**src/rtl/hub75_pkg.sv**
```systemverilog
// hub75_pkg
//   Shared definitions for the HUB75 BCM scan driver:
//   - state_t      : scan FSM states
//   - IDX_*        : colour-field positions inside a frame-store word,
//                    packed {B1,G1,R1,B0,G0,R0}, each field PLANES bits wide
//   - field_base() : bit offset of a colour field inside that word
package hub75_pkg;

  typedef enum logic [2:0] {
    ST_IDLE,
    ST_FETCH,
    ST_CAPTURE,
    ST_CLK_LO,
    ST_CLK_HI,
    ST_LATCH,
    ST_DISPLAY,
    ST_BLANK
  } state_t;

  localparam int IDX_R0     = 0;
  localparam int IDX_G0     = 1;
  localparam int IDX_B0     = 2;
  localparam int IDX_R1     = 3;
  localparam int IDX_G1     = 4;
  localparam int IDX_B1     = 5;
  localparam int NUM_FIELDS = 6;

  function automatic int field_base(input int idx, input int planes);
    return idx * planes;
  endfunction

endpackage

```
**src/rtl/hub75_bcm_timer.sv**
```systemverilog
// hub75_bcm_timer
//   Loadable down-counter used for every timed phase of the scan FSM.
//   Loading N-1 on phase entry makes done rise in the N-th cycle of the phase.
// Ports:
//   clk      : system clock
//   rst_n    : asynchronous active-low reset
//   load     : load load_val this cycle (takes priority over counting)
//   load_val : value loaded into the counter
//   done     : counter has reached zero
module hub75_bcm_timer #(
  parameter int W = 4
) (
  input  logic         clk,
  input  logic         rst_n,
  input  logic         load,
  input  logic [W-1:0] load_val,
  output logic         done
);

  logic [W-1:0] count;

  // Counts down to zero and parks there until the next load.
  always_ff @(posedge clk or negedge rst_n) begin
    if (!rst_n) begin
      count <= '0;
    end else if (load) begin
      count <= load_val;
    end else if (count != '0) begin
      count <= count - 1'b1;
    end
  end

  assign done = (count == '0);

endmodule

```
**src/rtl/hub75_bcm_driver.sv**
```systemverilog
// hub75_bcm_driver
//   HUB75 scan driver with binary-code-modulated colour depth. For every
//   row and bit plane it reads COLS pixel words from the frame store, shifts
//   the selected bit of each colour field into the panel, latches, then
//   enables the panel for OE_BASE<<plane cycles followed by a blank guard.
// Ports:
//   CLK_I, RST_N_I    : system clock, asynchronous active-low reset
//   EN_I              : run enable (checked in IDLE and at end of each plane)
//   PIX_RD_O          : frame-store read strobe
//   PIX_ADDR_O        : read address {row, col}
//   PIX_DATA_I        : read data, valid the cycle after PIX_RD_O
//   R0..B1            : serial colour data, top (0) and bottom (1) banks
//   ROW_O             : row demux address
//   CLK_O, LATCH, OE  : panel shift clock, latch (high), output enable (low)
//   FRAME_O           : one-cycle end-of-frame pulse
//   BUSY              : driver not idle
module hub75_bcm_driver #(
  parameter int COLS      = 32,
  parameter int ADDR_BITS = 4,
  parameter int PLANES    = 4,
  parameter int CLK_DIV   = 2,
  parameter int OE_BASE   = 8,
  parameter int BLANK_CYC = 2
) (
  input  logic                                 CLK_I,
  input  logic                                 RST_N_I,
  input  logic                                 EN_I,
  output logic                                 PIX_RD_O,
  output logic [ADDR_BITS+$clog2(COLS)-1:0]    PIX_ADDR_O,
  input  logic [6*PLANES-1:0]                  PIX_DATA_I,
  output logic                                 R0,
  output logic                                 G0,
  output logic                                 B0,
  output logic                                 R1,
  output logic                                 G1,
  output logic                                 B1,
  output logic [ADDR_BITS-1:0]                 ROW_O,
  output logic                                 CLK_O,
  output logic                                 LATCH,
  output logic                                 OE,
  output logic                                 FRAME_O,
  output logic                                 BUSY
);

  import hub75_pkg::*;

  localparam int COL_W    = $clog2(COLS);
  localparam int PW       = (PLANES > 1) ? $clog2(PLANES) : 1;
  localparam int DISP_MAX = OE_BASE << (PLANES - 1);
  localparam int TMAX     = (DISP_MAX > CLK_DIV)
                            ? ((DISP_MAX > BLANK_CYC) ? DISP_MAX : BLANK_CYC)
                            : ((CLK_DIV > BLANK_CYC) ? CLK_DIV : BLANK_CYC);
  localparam int TW       = $clog2(TMAX + 1);

  localparam logic [COL_W-1:0]     COL_LAST   = COL_W'(COLS - 1);
  localparam logic [PW-1:0]        PLANE_LAST = PW'(PLANES - 1);
  localparam logic [ADDR_BITS-1:0] ROW_LAST   = '1;

  state_t               state, state_next;
  logic [COL_W-1:0]     col;
  logic [PW-1:0]        plane;
  logic [ADDR_BITS-1:0] row;
  logic                 timer_load;
  logic [TW-1:0]        timer_val;
  logic                 timer_done;
  logic [NUM_FIELDS-1:0] plane_bits;
  logic [PLANES-1:0]    field_word;

  hub75_bcm_timer #(.W(TW)) u_timer (
    .clk      (CLK_I),
    .rst_n    (RST_N_I),
    .load     (timer_load),
    .load_val (timer_val),
    .done     (timer_done)
  );

  assign PIX_ADDR_O = {row, col};

  // State register.
  always_ff @(posedge CLK_I or negedge RST_N_I) begin
    if (!RST_N_I) begin
      state <= ST_IDLE;
    end else begin
      state <= state_next;
    end
  end

  // Next-state logic; EN_I only matters in IDLE and when a plane finishes.
  always_comb begin
    state_next = state;
    case (state)
      ST_IDLE:    if (EN_I) state_next = ST_FETCH;
      ST_FETCH:   state_next = ST_CAPTURE;
      ST_CAPTURE: state_next = ST_CLK_LO;
      ST_CLK_LO:  if (timer_done) state_next = ST_CLK_HI;
      ST_CLK_HI:  if (timer_done) state_next = (col == COL_LAST) ? ST_LATCH : ST_FETCH;
      ST_LATCH:   state_next = ST_DISPLAY;
      ST_DISPLAY: if (timer_done) state_next = ST_BLANK;
      ST_BLANK:   if (timer_done) state_next = EN_I ? ST_FETCH : ST_IDLE;
      default:    state_next = ST_IDLE;
    endcase
  end

  // The phase timer is reloaded on every state change with the length of
  // the phase being entered; plane is stable until BLANK exit, so the
  // display length can be taken from it directly.
  always_comb begin
    timer_load = (state_next != state);
    timer_val  = '0;
    case (state_next)
      ST_CLK_LO, ST_CLK_HI: timer_val = TW'(CLK_DIV - 1);
      ST_DISPLAY:           timer_val = TW'((OE_BASE << plane) - 1);
      ST_BLANK:             timer_val = TW'(BLANK_CYC - 1);
      default:              timer_val = '0;
    endcase
  end

  // Pick bit 'plane' out of each colour field of the incoming pixel word.
  always_comb begin
    plane_bits = '0;
    field_word = '0;
    for (int f = 0; f < NUM_FIELDS; f++) begin
      field_word    = PIX_DATA_I[field_base(f, PLANES) +: PLANES] >> plane;
      plane_bits[f] = field_word[0];
    end
  end

  // Scan counters, colour shift registers and the row address. ROW_O is
  // loaded on entry to LATCH so it is settled before OE can go low.
  always_ff @(posedge CLK_I or negedge RST_N_I) begin
    if (!RST_N_I) begin
      col   <= '0;
      plane <= '0;
      row   <= '0;
      ROW_O <= '0;
      R0    <= 1'b0;
      G0    <= 1'b0;
      B0    <= 1'b0;
      R1    <= 1'b0;
      G1    <= 1'b0;
      B1    <= 1'b0;
    end else begin
      if (state == ST_IDLE && EN_I) begin
        col   <= '0;
        plane <= '0;
        row   <= '0;
      end
      if (state == ST_CAPTURE) begin
        R0 <= plane_bits[IDX_R0];
        G0 <= plane_bits[IDX_G0];
        B0 <= plane_bits[IDX_B0];
        R1 <= plane_bits[IDX_R1];
        G1 <= plane_bits[IDX_G1];
        B1 <= plane_bits[IDX_B1];
      end
      if (state == ST_CLK_HI && timer_done) begin
        col <= (col == COL_LAST) ? '0 : col + 1'b1;
      end
      if (state_next == ST_LATCH && state != ST_LATCH) begin
        ROW_O <= row;
      end
      if (state == ST_BLANK && timer_done) begin
        if (plane == PLANE_LAST) begin
          plane <= '0;
          row   <= row + 1'b1;
        end else begin
          plane <= plane + 1'b1;
        end
      end
    end
  end

  // Panel and frame-store strobes decode straight from the state, so an
  // asynchronous reset blanks the panel without waiting for a clock.
  always_comb begin
    PIX_RD_O = 1'b0;
    CLK_O    = 1'b0;
    LATCH    = 1'b0;
    OE       = 1'b1;
    BUSY     = 1'b1;
    FRAME_O  = 1'b0;
    case (state)
      ST_IDLE:    BUSY     = 1'b0;
      ST_FETCH:   PIX_RD_O = 1'b1;
      ST_CLK_HI:  CLK_O    = 1'b1;
      ST_LATCH:   LATCH    = 1'b1;
      ST_DISPLAY: OE       = 1'b0;
      ST_BLANK:   FRAME_O  = timer_done && (plane == PLANE_LAST) && (row == ROW_LAST);
      default:    ;
    endcase
  end

endmodule
```
**config.mk**
```make
export PLATFORM = sky130hd
export DESIGN_NAME = hub75_bcm_driver
export DESIGN_NICKNAME = d
export VERILOG_FILES = /design/src/rtl/hub75_pkg.sv /design/src/rtl/hub75_bcm_timer.sv /design/src/rtl/hub75_bcm_driver.sv
export SDC_FILE = /design/constraint.sdc
export NUM_CORES = 1
export LEC_CHECK = 0
export CORE_UTILIZATION = 44
export DETAILED_ROUTE_END_ITERATION = 7
export PLACE_DENSITY = 0.83
export SLEW_MARGIN = 20
export SYNTH_ARGS = -nofsm -noshare
export SYNTH_HDL_FRONTEND = slang
export SYNTH_SLANG_ARGS = --single-unit
```
**constraint.sdc**
```tcl
create_clock -name CLK_I -period 1.7 [get_ports CLK_I]
set_input_delay 0.34 -clock CLK_I [delete_from_list [all_inputs] [get_ports CLK_I]]
set_output_delay 0.34 -clock CLK_I [all_outputs]
set_load 0.02 [all_outputs]
```
Word-level counts from Yosys, hierarchy flattened

Index checks and enable logic that the tools add are counted.

Output and inout port bits: 25
Input port bits: 27
Flip-flop bits (word level): 31
Logic and storage cells: 80

Reductions and logical operators: 13
Shift operators: 7
Mux-type cells: 26
$add $sub $neg: 5
Equality and inequality tests: 17

Operators with widths:

| kind                | count |
|---|---|
| $eq 3x3->1 const B  | 8 |
| $pmux 3 s8          | 1 |
| $shr 4x2->1         | 6 |
| $mux 3              | 6 |
| $mux 5              | 3 |
| $mux 7              | 2 |
| $pmux 7 s2          | 1 |
| $mux 4              | 3 |
| $eq 3x2->1 const B  | 3 |
| $logic_not 7->1     | 1 |
| $mux 1              | 7 |
| $reduce_bool 7->1   | 1 |
| $shl 4x2->7 const A | 1 |
| $sub 7x1->7 const B | 1 |
| $sub 7x2->7 const B | 1 |
| $logic_and 1x1->1   | 6 |
| $mux 2              | 3 |
| $reduce_bool 2->1   | 3 |
| $add 5x1->5 const B | 1 |
| $eq 5x5->1 const B  | 1 |
| $add 4x1->4 const B | 1 |
| $eq 4x4->1 const B  | 1 |
| $eq 3x1->1 const B  | 1 |
| $logic_not 3->1     | 1 |
| other kinds (5)     | 5 |

Depth between registers and ports, before layout

Gate-level depths: netlist of the first run.

Depth after elaboration: 8
Mapped depth: 7
Mapped depth without buffers: 6

By module

A second synthesis of the first run with hierarchy kept.

Cells, all modules: 178
Area, all modules: 1915.6 um^2

By module, submodules not included:

| module           | cells each | sequential area each (um^2) | instances | area each (um^2) |
|---|---|---|---|---|
| hub75_bcm_driver | 135        | 600.6                       | 1         | 1481.4 |
| hub75_bcm_timer  | 43         | 175.2                       | 1         | 434.2 |

Least setup slack after synthesis of the first run

OpenSTA, ideal clock, no wires.

Path type: reg2out
Start point: register u_timer.count[0]
End point: output FRAME_O
Buffers on the path: 1
Setup slack: -0.371 ns
Cell stages (with the launch flop): 7
Data arrival time: 1.731 ns
Data required time: 1.360 ns
Cells stage by stage: dfrtp_1 -> inv_1 -> ha_1 -> nor3b_2 -> buf_4 -> nand4_2 -> nor3_1

Longest elaborated chain between the ends: 4

RTL lines:

| element                        | line                    | text |
|---|---|---|
| from (decl)                    | hub75_bcm_timer.sv:20   | `logic [W-1:0] count;` |
| from (signal assigned)         | hub75_bcm_timer.sv:27   | `count <= load_val;` |
| from (signal assigned)         | hub75_bcm_timer.sv:29   | `count <= count - 1'b1;` |
| $logic_not 7->1                | hub75_bcm_timer.sv:33   | `assign done = (count == '0);` |
| $logic_and 1x1->1 (2 in a row) | hub75_bcm_driver.sv:188 | `ST_BLANK: FRAME_O = timer_done && (plane == PLANE_LAST) && (row == ROW_LAST);` |
| $mux 1                         | hub75_bcm_driver.sv:182 | `case (state)` |
| to (decl)                      | hub75_bcm_driver.sv:41  | `output logic FRAME_O,` |

Every way passes these cells.

Final worst setup path of the first run

Ends and elaborated chain as after synthesis.

==> results of run 1 <==
[registers in the layout, indices dropped and copies added (netlist names)]
signal,cells
B0,1
B1,1
G0,1
G1,1
R0,1
R1,1
ROW_O,4
col,5
plane,2
row,4
state,3
u_timer.count,7
[cells by family after synthesis]
logic type / after synthesis / synth area share [%]
and+or+nand+nor: 69 / 19.6
AOI/OAI and AO/OA: 42 / 14.7
DFF: 31 / 39.7
buffers and inverters: 22 / 4.54
muxes: 18 / 13.7
adders and majority gates: 8 / 5.12
xor gates and xnor gates: 6 / 2.69
[critical path, stage by stage, from the launching register on]
cell and delay [ns]:
sky130_fd_sc_hd__dfrtp_1 0.39, sky130_fd_sc_hd__inv_2 0.08, sky130_fd_sc_hd__ha_4 0.13, sky130_fd_sc_hd__nor3b_4 0.26
sky130_fd_sc_hd__nand4_4 0.14, sky130_fd_sc_hd__nor3_4 0.14, sky130_fd_sc_hd__buf_6 0.14
[cell type report]
class / instances / area (sq um)
multi-input combinational: 143 / 1240
fill: 269 / 985
timing repair buffer: 100 / 925
sequential: 31 / 778
clock buffer: 6 / 82.6
tap: 50 / 62.6
clock inverter: 2 / 35.0
inverter: 9 / 33.8
[power breakdown]
group	total, mW	internal (mW)	switching, mW	leakage [nW]
clock	0.756	0.474	0.282	0.0612
combinational	3.13	1.58	1.55	0.997
sequential	1.14	0.986	0.154	0.390
[through the flow]
stage	power (mW)	cell area (sq um)
3_5_place_dp	3.80	2840
6_report	5.03	3160
3_3_place_gp	3.72	2840
5_1_grt	5.34	3160
2_1_floorplan	2.73	1980
4_1_cts	4.81	3070
[timing repair]
item,CTS,global route
pin swaps,9,8
resized for setup,47,27
setup buffers,4,2
setup endpoints to repair,30,27
[cells in the final DEF (no fill, tap or decap), drive strengths merged, types with 8 or more instances in the layout]
cell type       n
buf            53
nor3           10
inv             9
clkdlybuf4s50  37
nand3          10
dfrtp          31
nand2          11
ha              8
o21ai          10
nor2           16
a21oi          10
mux2           10
[routing by layer]
layer | vias to the layer above | GRT usage [%] | share of wire [%]
li1 | 912 | - | -
met1 | 954 | 31.5 | 40
met2 | 79 | 47.8 | 53
met3 | 14 | 4.93 | 5.1
met4 | 0 | 6.51 | 1.9
met5 | - | 0 | 0
[how the worst min path moves through the flow]
stage | from | end | depth (start not counted)
2_1_floorplan | RST_N_I | B0$_DFFE_PN0P_ | 0
3_3_place_gp | ROW_O[3]$_DFFE_PN0P_ | ROW_O[3]$_DFFE_PN0P_ | 1
3_5_place_dp | B0$_DFFE_PN0P_ | B0$_DFFE_PN0P_ | 1
4_1_cts | RST_N_I | ROW_O[2]$_DFFE_PN0P_ | 2
5_1_grt | RST_N_I | row[1]$_DFF_PN0_ | 2
6_report | RST_N_I | ROW_O[2]$_DFFE_PN0P_ | 2
[Yosys cell counts (all sizes together), types with 3 or more instances]
| cell | count |
|---|---|
| a21oi | 10 |
| and2 | 3 |
| and3 | 4 |
| buf | 3 |
| clkbuf | 10 |
| dfrtp | 31 |
| ha | 8 |
| inv | 9 |
| mux2 | 10 |
| mux4 | 6 |
| nand2 | 11 |
| nand3 | 10 |
| nand3b | 3 |
| nand4 | 5 |
| nor2 | 16 |
| nor3 | 10 |
| o21ai | 10 |
| xor2 | 6 |
==> metrics.txt, run 1 <==
# TYPE chip_impl_metric gauge
chip_impl_info{name="run_status",value="finished, violations left"} 1
chip_impl_info{name="failed_checks",value="setup timing"} 1
chip_impl_metric{name="chipWidth",unit="um"} 68.7
chip_impl_metric{name="clock_latency_on_the_worst_skew_pair",unit="ns"} 0.29
chip_impl_info{name="cts_tree",value="built"} 1
chip_impl_info{name="timing.rr.start",value="u_timer.count[0]$_DFFE_PN0P_"} 1
chip_impl_metric{name="grt_overflow",unit=""} 0
chip_impl_metric{name="tightest_slew",unit="ns"} 0.426
chip_impl_metric{name="port_buffers",unit=""} 51
chip_impl_metric{name="drive_gt1_share",unit="%"} 37.8
chip_impl_metric{name="via_per_instance_ratio",unit=""} 5.74
chip_impl_metric{name="yosys.cell_types.count",unit=""} 50
chip_impl_info{name="most_used_flip_flop_cell_after_synthesis",value="sky130_fd_sc_hd__dfrtp_1"} 1
chip_impl_metric{name="place.detailed.hpwl",unit="um"} 3990
chip_impl_metric{name="clock_tree.htree_level_count",unit=""} 2
chip_impl_metric{name="routed-via-count",unit=""} 1959
chip_impl_metric{name="floorplan.initialDensity",unit="%"} 47.2
chip_impl_metric{name="io_pins",unit=""} 52
chip_impl_metric{name="fin_hold_ws",unit="ns"} 0.411
chip_impl_metric{name="grt_start_max_net_pins",unit=""} 32
chip_impl_info{name="worst_min_delay_path_category",value="input pin to async pin"} 1
chip_impl_metric{name="worst_ir_drop_vdd",unit="mV"} 1.04
chip_impl_metric{name="area_delta_synth_final",unit="%"} 61.5
chip_impl_metric{name="detailedRoute.firstPassIterationCount",unit=""} 4
chip_impl_metric{name="core-area",unit="sq mm"} 0.00414
chip_impl_metric{name="layout_setup_ws",unit="ns"} -0.192
chip_impl_metric{name="globalplace.congestion",unit=""} 0.937
chip_impl_info{name="synth_largest_area_cell",value="sky130_fd_sc_hd__dfrtp_1"} 1
chip_impl_metric{name="remaining_drc_errors",unit=""} 0
chip_impl_metric{name="postLayoutCoreUtil",unit="%"} 76.2
chip_impl_metric{name="cts_hold_buf",unit=""} 0
chip_impl_metric{name="clock-sinks",unit=""} 31
chip_impl_metric{name="die_height",unit="um"} 68.7
chip_impl_metric{name="path_depth_of_the_worst_reg2reg_path",unit=""} 8
chip_impl_info{name="unrepaired_setup_endpoints_after_global_routing",value="yes"} 1
chip_impl_metric{name="grt_first_pass_wirelength",unit="um"} 8870
chip_impl_metric{name="grt_overall_usage",unit="%"} 26.2
chip_impl_metric{name="design.die.area",unit="sq mm"} 0.00471
chip_impl_info{name="critical_path_class",value="flop to output pin"} 1
chip_impl_info{name="cts_root_buffer",value="sky130_fd_sc_hd__clkbuf_8"} 1
chip_impl_metric{name="achievable-frequency",unit="GHz"} 0.528
chip_impl_metric{name="power.static_leakage",unit="nW"} 1.45
chip_impl_metric{name="cts.reportedPaths.clkPinSlew",unit="ns"} 0.07
chip_impl_metric{name="setup-tns-final",unit="ns"} -2.36
chip_impl_metric{name="post-route-period-util",unit="%"} 111
chip_impl_metric{name="hold_viol",unit=""} 0
chip_impl_metric{name="maximum_fanout_encountered_on_the_critical_timing_path",unit=""} 2
chip_impl_metric{name="timing.final.max_slew_violations",unit=""} 0
chip_impl_metric{name="async_reset_ff_share",unit="%"} 100
chip_impl_metric{name="areal_power_density_over_the_cells",unit="mW/mm^2"} 1590
chip_impl_metric{name="cp_data_arrival_time",unit="ns"} 1.55
chip_impl_metric{name="final_nets",unit=""} 325
chip_impl_metric{name="wl_per_cell",unit="um"} 17.2
chip_impl_metric{name="clockBufferDepth",unit=""} 2
chip_impl_metric{name="syn-cell-area",unit="sq mm"} 0.00196
chip_impl_metric{name="dpl_worst_slack",unit="ns"} -0.454
chip_impl_info{name="critical_path.startpoint_type",value="flop"} 1
chip_impl_metric{name="vias_in_the_first_global_route",unit=""} 1835
chip_impl_metric{name="synth_sequential_area_ratio",unit="%"} 39.7
chip_impl_metric{name="dr.first_iter.drc_count",unit=""} 123
chip_impl_metric{name="yosys.area.top_type_share",unit="%"} 39.7
chip_impl_metric{name="synth-edff-count",unit=""} 0
chip_impl_metric{name="placementRows",unit=""} 23
chip_impl_metric{name="crit_required",unit="ns"} 1.36
chip_impl_metric{name="timing.clock.skew",unit="ns"} 0.00691
chip_impl_metric{name="numCtsBuffers",unit=""} 5
chip_impl_metric{name="insertedDiodeCount",unit=""} 0
chip_impl_metric{name="layout_cells_excl_fill",unit=""} 341
chip_impl_metric{name="ys_seq_elements",unit=""} 31
chip_impl_metric{name="initial_antenna_violation_count",unit=""} 0
chip_impl_info{name="worst_setup_path_endpoint",value="FRAME_O"} 1
chip_impl_info{name="setup.worst_path.end_class",value="output pin"} 1
chip_impl_info{name="worstSetupStartpoint",value="u_timer.count[0]$_DFFE_PN0P_"} 1
chip_impl_metric{name="max_slew_margin",unit="%"} 71.6
chip_impl_metric{name="yosysWarnings",unit=""} 0
chip_impl_metric{name="avgSynthCellArea",unit="sq um"} 9.98
chip_impl_metric{name="setup_viol",unit=""} 20
chip_impl_metric{name="place.detailed.instances",unit=""} 328
chip_impl_metric{name="finalCriticalPeriod",unit="ns"} 1.89
chip_impl_metric{name="route.final.wire_length",unit="um"} 5880
chip_impl_metric{name="rrSetupSlack",unit="ns"} -0.18
chip_impl_metric{name="syn-instance-count",unit=""} 196
chip_impl_metric{name="syn_nets",unit=""} 231
chip_impl_info{name="synth_top_cells_by_area",value="sky130_fd_sc_hd__dfrtp_1, sky130_fd_sc_hd__mux4_2, sky130_fd_sc_hd__mux2_2, sky130_fd_sc_hd__ha_1, sky130_fd_sc_hd__nor2_1"} 1
chip_impl_info{name="regToRegEndpoint",value="ROW_O[1]$_DFFE_PN0P_"} 1
chip_impl_metric{name="cap_viol_max_count",unit=""} 0
chip_impl_metric{name="drt.antenna.violating_nets",unit=""} 0
No activity file was read; power rests on OpenSTA's default activity.
==> run 2: changes to the inputs <==
CORE_ASPECT_RATIO = 0.8   (was default)
==> metrics.txt, run 2 (same netlist as run 1, synthesis figures left out) <==
# TYPE chip_impl_metric gauge
chip_impl_info{name="run_status",value="finished, violations left"} 1
chip_impl_info{name="failed_checks",value="setup timing"} 1
chip_impl_metric{name="postLayoutCoreUtil",unit="%"} 72.6
chip_impl_metric{name="grt_overall_usage",unit="%"} 24.4
chip_impl_metric{name="max_slew_margin",unit="%"} 67.1
chip_impl_metric{name="drive_gt1_share",unit="%"} 36.2
chip_impl_metric{name="grt_overflow",unit=""} 0
chip_impl_info{name="critical_path_class",value="flop to output pin"} 1
chip_impl_metric{name="die_height",unit="um"} 61.6
chip_impl_metric{name="power.static_leakage",unit="nW"} 1.41
chip_impl_metric{name="remaining_drc_errors",unit=""} 0
chip_impl_info{name="timing.rr.start",value="u_timer.count[0]$_DFFE_PN0P_"} 1
chip_impl_metric{name="clock-sinks",unit=""} 31
chip_impl_metric{name="placementRows",unit=""} 21
chip_impl_info{name="standard_cell_with_the_maximum_stage_delay_on_the_critical_path",value="sky130_fd_sc_hd__dfrtp_1"} 1
chip_impl_metric{name="initial_antenna_violation_count",unit=""} 0
chip_impl_metric{name="areal_power_density_over_the_cells",unit="mW/mm^2"} 1540
chip_impl_metric{name="cp_data_arrival_time",unit="ns"} 1.55
chip_impl_info{name="max_flop_register",value="u_timer.count"} 1
chip_impl_metric{name="cts.reportedPaths.clkPinSlew",unit="ns"} 0.07
chip_impl_metric{name="achievable-frequency",unit="GHz"} 0.530
chip_impl_info{name="cts_tree",value="built"} 1
chip_impl_metric{name="critical-path-max-stage-delay",unit="ns"} 0.39
chip_impl_info{name="unrepaired_setup_endpoints_after_global_routing",value="yes"} 1
chip_impl_metric{name="worst_ir_drop_vdd",unit="mV"} 0.907
chip_impl_metric{name="design.die.area",unit="sq mm"} 0.00472
chip_impl_metric{name="clock_tree.htree_level_count",unit=""} 2
chip_impl_metric{name="post-route-period-util",unit="%"} 111
chip_impl_metric{name="floorplan.initialDensity",unit="%"} 46.2
chip_impl_metric{name="io_pins",unit=""} 52
chip_impl_metric{name="finalInstanceArea",unit="sq mm"} 0.00307
chip_impl_metric{name="dr.first_iter.drc_count",unit=""} 164
chip_impl_metric{name="rrSetupSlack",unit="ns"} -0.10
chip_impl_metric{name="path_depth_of_the_worst_reg2reg_path",unit=""} 7
chip_impl_metric{name="via_per_instance_ratio",unit=""} 5.62
chip_impl_metric{name="place.detailed.hpwl",unit="um"} 3960
chip_impl_metric{name="cap_viol_max_count",unit=""} 0
chip_impl_metric{name="finalCriticalPeriod",unit="ns"} 1.89
chip_impl_info{name="worst_setup_path_endpoint",value="FRAME_O"} 1
chip_impl_metric{name="grt_start_max_net_pins",unit=""} 32
chip_impl_metric{name="crit_required",unit="ns"} 1.36
chip_impl_metric{name="p_total",unit="mW"} 4.73
chip_impl_info{name="worst_min_delay_path_category",value="input pin to async pin"} 1
chip_impl_metric{name="core-area",unit="sq mm"} 0.00423
chip_impl_info{name="critical_path.startpoint_type",value="flop"} 1
chip_impl_info{name="path_delay_family",value="simple AND/OR/NAND/NOR gates"} 1
chip_impl_metric{name="final_nets",unit=""} 324
chip_impl_metric{name="detailedRoute.firstPassIterationCount",unit=""} 4
chip_impl_metric{name="critical_path.n_buffers_inverters",unit=""} 2
chip_impl_metric{name="critical_path_cell_count",unit=""} 6
chip_impl_metric{name="largest_register_ff_count",unit=""} 7
chip_impl_metric{name="port_buffers",unit=""} 51
chip_impl_metric{name="wl_per_cell",unit="um"} 16.5
chip_impl_info{name="reg.largest.list",value="u_timer.count: 7 flops, col: 5 flops"} 1
chip_impl_metric{name="routed-via-count",unit=""} 1949
chip_impl_metric{name="fin_hold_ws",unit="ns"} 0.454
chip_impl_metric{name="timing.final.max_slew_violations",unit=""} 0
chip_impl_metric{name="cts_hold_buf",unit=""} 0
chip_impl_metric{name="dpl_cell_area",unit="sq mm"} 0.00282
chip_impl_info{name="cts_root_buffer",value="sky130_fd_sc_hd__clkbuf_8"} 1
chip_impl_metric{name="drt.antenna.violating_nets",unit=""} 0
chip_impl_metric{name="setup_viol",unit=""} 15
chip_impl_info{name="commonest_non_fill_non_tap_cells_in_the_layout",value="sky130_fd_sc_hd__buf_4, sky130_fd_sc_hd__clkdlybuf4s50_1, sky130_fd_sc_hd__dfrtp_1"} 1
chip_impl_metric{name="route.final.wire_length",unit="um"} 5730
chip_impl_metric{name="timing.clock.skew",unit="ns"} 0.00667
chip_impl_metric{name="area_delta_synth_final",unit="%"} 57.1
chip_impl_info{name="mostFrequentLayoutCell",value="sky130_fd_sc_hd__buf_4"} 1
chip_impl_metric{name="grt_first_pass_wirelength",unit="um"} 8710
chip_impl_metric{name="layout_setup_ws",unit="ns"} -0.186
chip_impl_info{name="setup.worst_path.end_class",value="output pin"} 1
chip_impl_info{name="cp_cell_sequence",value="inv_2, ha_4, nor3b_4, nand4_4, nor3_4, buf_6"} 1
chip_impl_metric{name="clock_latency_on_the_worst_skew_pair",unit="ns"} 0.29
chip_impl_info{name="regToRegEndpoint",value="ROW_O[0]$_DFFE_PN0P_"} 1
chip_impl_metric{name="hold_viol",unit=""} 0
chip_impl_metric{name="globalplace.congestion",unit=""} 0.926
chip_impl_metric{name="chipWidth",unit="um"} 76.5
chip_impl_metric{name="insertedDiodeCount",unit=""} 0
chip_impl_metric{name="maximum_fanout_encountered_on_the_critical_timing_path",unit=""} 2
chip_impl_metric{name="numCtsBuffers",unit=""} 5
chip_impl_metric{name="clockBufferDepth",unit=""} 2
chip_impl_metric{name="vias_in_the_first_global_route",unit=""} 1857
chip_impl_metric{name="tightest_slew",unit="ns"} 0.490
chip_impl_info{name="worstSetupStartpoint",value="u_timer.count[0]$_DFFE_PN0P_"} 1
## run 2: cell types whose count changed in the layout (fill, tap and decap cells not counted), moves of 2 or more
cell                      delta
sky130_fd_sc_hd__a21oi_2     -2
sky130_fd_sc_hd__a21oi_1     +3
sky130_fd_sc_hd__buf_4       +3
sky130_fd_sc_hd__buf_12      -2
## run 2: repair_timing
action                                  in CTS  in global routing
setup buffers                                8                  1
gates resized for setup                     49                 22
endpoints found under the setup margin      30                 31
pin swaps                                    5                  1
## run 2: how the worst min path moves through the flow
stage	from	end	slack, ns	cells past startpoint
6_report	RST_N_I	col[1]$_DFFE_PN0P_	0.45	2
4_1_cts	RST_N_I	col[1]$_DFFE_PN0P_	0.48	2
3_3_place_gp	ROW_O[3]$_DFFE_PN0P_	ROW_O[3]$_DFFE_PN0P_	0.49	1
2_1_floorplan	RST_N_I	B0$_DFFE_PN0P_	0.04	0
3_5_place_dp	ROW_O[1]$_DFFE_PN0P_	ROW_O[1]$_DFFE_PN0P_	0.50	1
5_1_grt	RST_N_I	col[4]$_DFFE_PN0P_	0.50	2
## run 2: through the flow
step           setup slack (ns)  setup TNS [ns]  cells
2_1_floorplan           -0.0496         -0.0548    196
3_3_place_gp             -0.397           -2.62    332
3_5_place_dp             -0.404           -2.73    332
4_1_cts                  -0.211           -2.00    348
5_1_grt                  -0.257           -2.32    347
6_report                 -0.186           -1.05    347
## run 2: layout make-up
class                           instances  area [sq um]
Timing Repair Buffer                   99           885
Tap cell                               57          71.3
Multi-Input combinational cell        143          1200
Sequential cell                        31           778
Inverter                                9          33.8
Fill cell                             289          1160
Clock buffer                            8           100
## run 2: layer usage
metal	share of wire (%)	GRT usage (%)
met5	0	0
met4	1.6	9.62
met3	5.6	6.52
met2	47	41.1
met1	45	30.7
## run 2: report_power, final
part           switching (mW)  leakage (nW)  internal [mW]
Sequential              0.175         0.390          0.987
Combinational            1.44         0.972           1.48
Clock                   0.275        0.0515          0.369
Total                    1.89          1.41           2.83
==> run 3: changes to the inputs <==
CORE_UTILIZATION = 50   (was 44)
CTS_BUF_LIST = sky130_fd_sc_hd__clkbuf_16   (was default)
DONT_BUFFER_PORTS = 1   (was default)
PLACE_DENSITY = 0.74   (was 0.83)
==> metrics.txt, run 3 (same netlist as run 1, synthesis figures left out) <==
# TYPE chip_impl_metric gauge
chip_impl_metric{name="finalInstanceArea",unit="sq mm"} 0.00262
chip_impl_info{name="cts_tree",value="built"} 1
chip_impl_info{name="critical_path.startpoint_type",value="flop"} 1
chip_impl_metric{name="wl_per_cell",unit="um"} 18.7
chip_impl_metric{name="p_total",unit="mW"} 4.66
chip_impl_metric{name="clock-sinks",unit=""} 31
chip_impl_metric{name="core-area",unit="sq mm"} 0.00359
chip_impl_info{name="mostFrequentLayoutCell",value="sky130_fd_sc_hd__buf_4"} 1
chip_impl_metric{name="area_delta_synth_final",unit="%"} 34.0
chip_impl_metric{name="clockBufferDepth",unit=""} 2
chip_impl_metric{name="tightest_slew",unit="ns"} 0.441
chip_impl_metric{name="chipWidth",unit="um"} 71.9
chip_impl_info{name="failed_checks",value="setup timing"} 1
chip_impl_metric{name="crit_required",unit="ns"} 1.36
chip_impl_info{name="busiest_layer",value="met2"} 1
chip_impl_metric{name="floorplan.initialDensity",unit="%"} 54.5
chip_impl_metric{name="clock_tree.htree_level_count",unit=""} 2
chip_impl_info{name="path_delay_family",value="simple AND/OR/NAND/NOR gates"} 1
chip_impl_metric{name="finalCriticalPeriod",unit="ns"} 1.89
chip_impl_metric{name="grt_start_max_net_pins",unit=""} 32
chip_impl_metric{name="vias_in_the_first_global_route",unit=""} 1748
chip_impl_metric{name="achievable-frequency",unit="GHz"} 0.528
chip_impl_metric{name="routed-via-count",unit=""} 1815
chip_impl_metric{name="placementRows",unit=""} 19
chip_impl_metric{name="global_route.usage.met2",unit="%"} 45.1
chip_impl_metric{name="place.detailed.hpwl",unit="um"} 3700
chip_impl_metric{name="die_height",unit="um"} 57.9
chip_impl_metric{name="largest_register_ff_count",unit=""} 7
chip_impl_metric{name="route.final.wire_length",unit="um"} 5470
chip_impl_metric{name="setup_viol",unit=""} 12
chip_impl_metric{name="final_nets",unit=""} 275
chip_impl_metric{name="postLayoutCoreUtil",unit="%"} 73.0
chip_impl_metric{name="worst_ir_drop_vdd",unit="mV"} 0.933
chip_impl_info{name="unrepaired_setup_endpoints_after_global_routing",value="yes"} 1
chip_impl_metric{name="remaining_drc_errors",unit=""} 0
chip_impl_metric{name="post-route-period-util",unit="%"} 111
chip_impl_metric{name="detailedRoute.firstPassIterationCount",unit=""} 4
chip_impl_metric{name="critical-path-max-stage-delay",unit="ns"} 0.39
chip_impl_metric{name="maximum_fanout_encountered_on_the_critical_timing_path",unit=""} 4
chip_impl_metric{name="initial_antenna_violation_count",unit=""} 0
chip_impl_info{name="max_flop_register",value="u_timer.count"} 1
chip_impl_metric{name="via_per_instance_ratio",unit=""} 6.19
chip_impl_metric{name="insertedDiodeCount",unit=""} 0
chip_impl_metric{name="drive_gt1_share",unit="%"} 42.3
chip_impl_metric{name="hold_viol",unit=""} 0
chip_impl_metric{name="use_met1",unit="%"} 35.2
chip_impl_info{name="worst_min_delay_path_category",value="input pin to flop"} 1
chip_impl_metric{name="cts.reportedPaths.clkPinSlew",unit="ns"} 0.05
chip_impl_metric{name="io_pins",unit=""} 52
chip_impl_info{name="cts_root_buffer",value="sky130_fd_sc_hd__clkbuf_16"} 1
chip_impl_info{name="setup.worst_path.end_class",value="output pin"} 1
chip_impl_metric{name="timing.final.max_slew_violations",unit=""} 0
chip_impl_info{name="commonest_non_fill_non_tap_cells_in_the_layout",value="sky130_fd_sc_hd__buf_4, sky130_fd_sc_hd__dfrtp_1, sky130_fd_sc_hd__nor2_1"} 1
chip_impl_metric{name="dpl_cell_area",unit="sq mm"} 0.00224
chip_impl_info{name="cp_cell_sequence",value="inv_2, ha_4, nor3b_4, buf_6, nand4_4, nor3_4"} 1
chip_impl_metric{name="grt_first_pass_wirelength",unit="um"} 8470
chip_impl_metric{name="dr.first_iter.drc_count",unit=""} 169
chip_impl_metric{name="clock_latency_on_the_worst_skew_pair",unit="ns"} 0.28
chip_impl_metric{name="port_buffers",unit=""} 0
chip_impl_metric{name="cap_viol_max_count",unit=""} 0
chip_impl_metric{name="areal_power_density_over_the_cells",unit="mW/mm^2"} 1780
chip_impl_metric{name="design.die.area",unit="sq mm"} 0.00417
chip_impl_metric{name="dpl_worst_slack",unit="ns"} -0.0480
chip_impl_metric{name="drt.antenna.violating_nets",unit=""} 0
chip_impl_metric{name="grt_overflow",unit=""} 0
chip_impl_metric{name="layout_setup_ws",unit="ns"} -0.193
chip_impl_info{name="reg.largest.list",value="u_timer.count: 7 flops, col: 5 flops"} 1
chip_impl_metric{name="power.static_leakage",unit="nW"} 1.17
chip_impl_metric{name="max_slew_margin",unit="%"} 70.4
chip_impl_metric{name="timing.clock.skew",unit="ns"} 0.00573
chip_impl_metric{name="fin_hold_ws",unit="ns"} 0.224
chip_impl_metric{name="globalplace.congestion",unit=""} 0.877
chip_impl_info{name="run_status",value="finished, violations left"} 1
chip_impl_metric{name="critical_path.n_buffers_inverters",unit=""} 2
chip_impl_metric{name="cp_data_arrival_time",unit="ns"} 1.55
chip_impl_info{name="standard_cell_with_the_maximum_stage_delay_on_the_critical_path",value="sky130_fd_sc_hd__dfrtp_1"} 1
chip_impl_metric{name="grt_overall_usage",unit="%"} 27.4
chip_impl_metric{name="numCtsBuffers",unit=""} 5
chip_impl_info{name="critical_path_class",value="flop to output pin"} 1
chip_impl_metric{name="grtUsageMet3",unit="%"} 6.26
run 3: changes by cell type in the layout (fill, tap and decap cells not counted), sizes merged:
cell / delta
clkbuf: -4
dlygate4sd3: +1
buf: -4
dlymetal6s2s: -4
dlygate4sd2: -5
inv: +1
clkdlybuf4s50: -36
clkinv: +2
run 3: path summary, 6_finish.rpt:
kind	from	end	slack [ns]	cells after the start
worst max register to register	u_timer.count[0]$_DFFE_PN0P_	plane[0]$_DFFE_PN0P_	-0.09	8
min in group asynchronous	RST_N_I	u_timer.count[4]$_DFFE_PN0P_	0.52	2
worst max-delay path	u_timer.count[0]$_DFFE_PN0P_	FRAME_O	-0.19	6
worst min-delay path	EN_I	state[0]$_DFF_PN0_	0.22	1
worst min register to register	u_timer.count[6]$_DFFE_PN0P_	u_timer.count[6]$_DFFE_PN0P_	0.59	1
max in group asynchronous	RST_N_I	col[0]$_DFFE_PN0P_	0.98	2
run 3: metal layers:
layer	up-vias	routed length (um)
li1	812	-
met1	894	2150
met2	91	2790
met3	18	381
met4	0	142
met5	-	0
run 3: power breakdown:
part / total (mW) / internal, mW / switching, mW
combinational: 2.49 / 1.26 / 1.23
sequential: 1.36 / 0.992 / 0.364
clock: 0.818 / 0.525 / 0.294
total: 4.66 / 2.77 / 1.89
run 3: cell type report:
| class | count | area, sq um |
|---|---|---|
| multi-input cells | 143 | 1190 |
| clock inverters | 3 | 11.3 |
| inverters | 9 | 33.8 |
| fillers | 240 | 968 |
| flip-flops and latches | 31 | 782 |
| repair buffers | 50 | 409 |
| clock buffers | 5 | 125 |
| well taps | 52 | 65.1 |
run 3: timing repair:
| item | in CTS | in global routing |
|---|---|---|
| pin swaps | 7 | 7 |
| setup buffers | 7 | 9 |
| endpoints found under the setup margin | 13 | 23 |
| gates cloned | 0 | 0 |
| hold buffers | 2 | 0 |
| hold endpoints to repair | 31 | 0 |
| resized for setup | 17 | 17 |
run 3: metrics by stage:
stage / std cells / setup TNS, ns
after global routing: 293 / -1.84
after detailed placement: 268 / -0.124
final: 293 / -0.548
after global placement: 268 / -0.00241
after floorplan: 196 / -0.0548
after CTS: 285 / -0.999
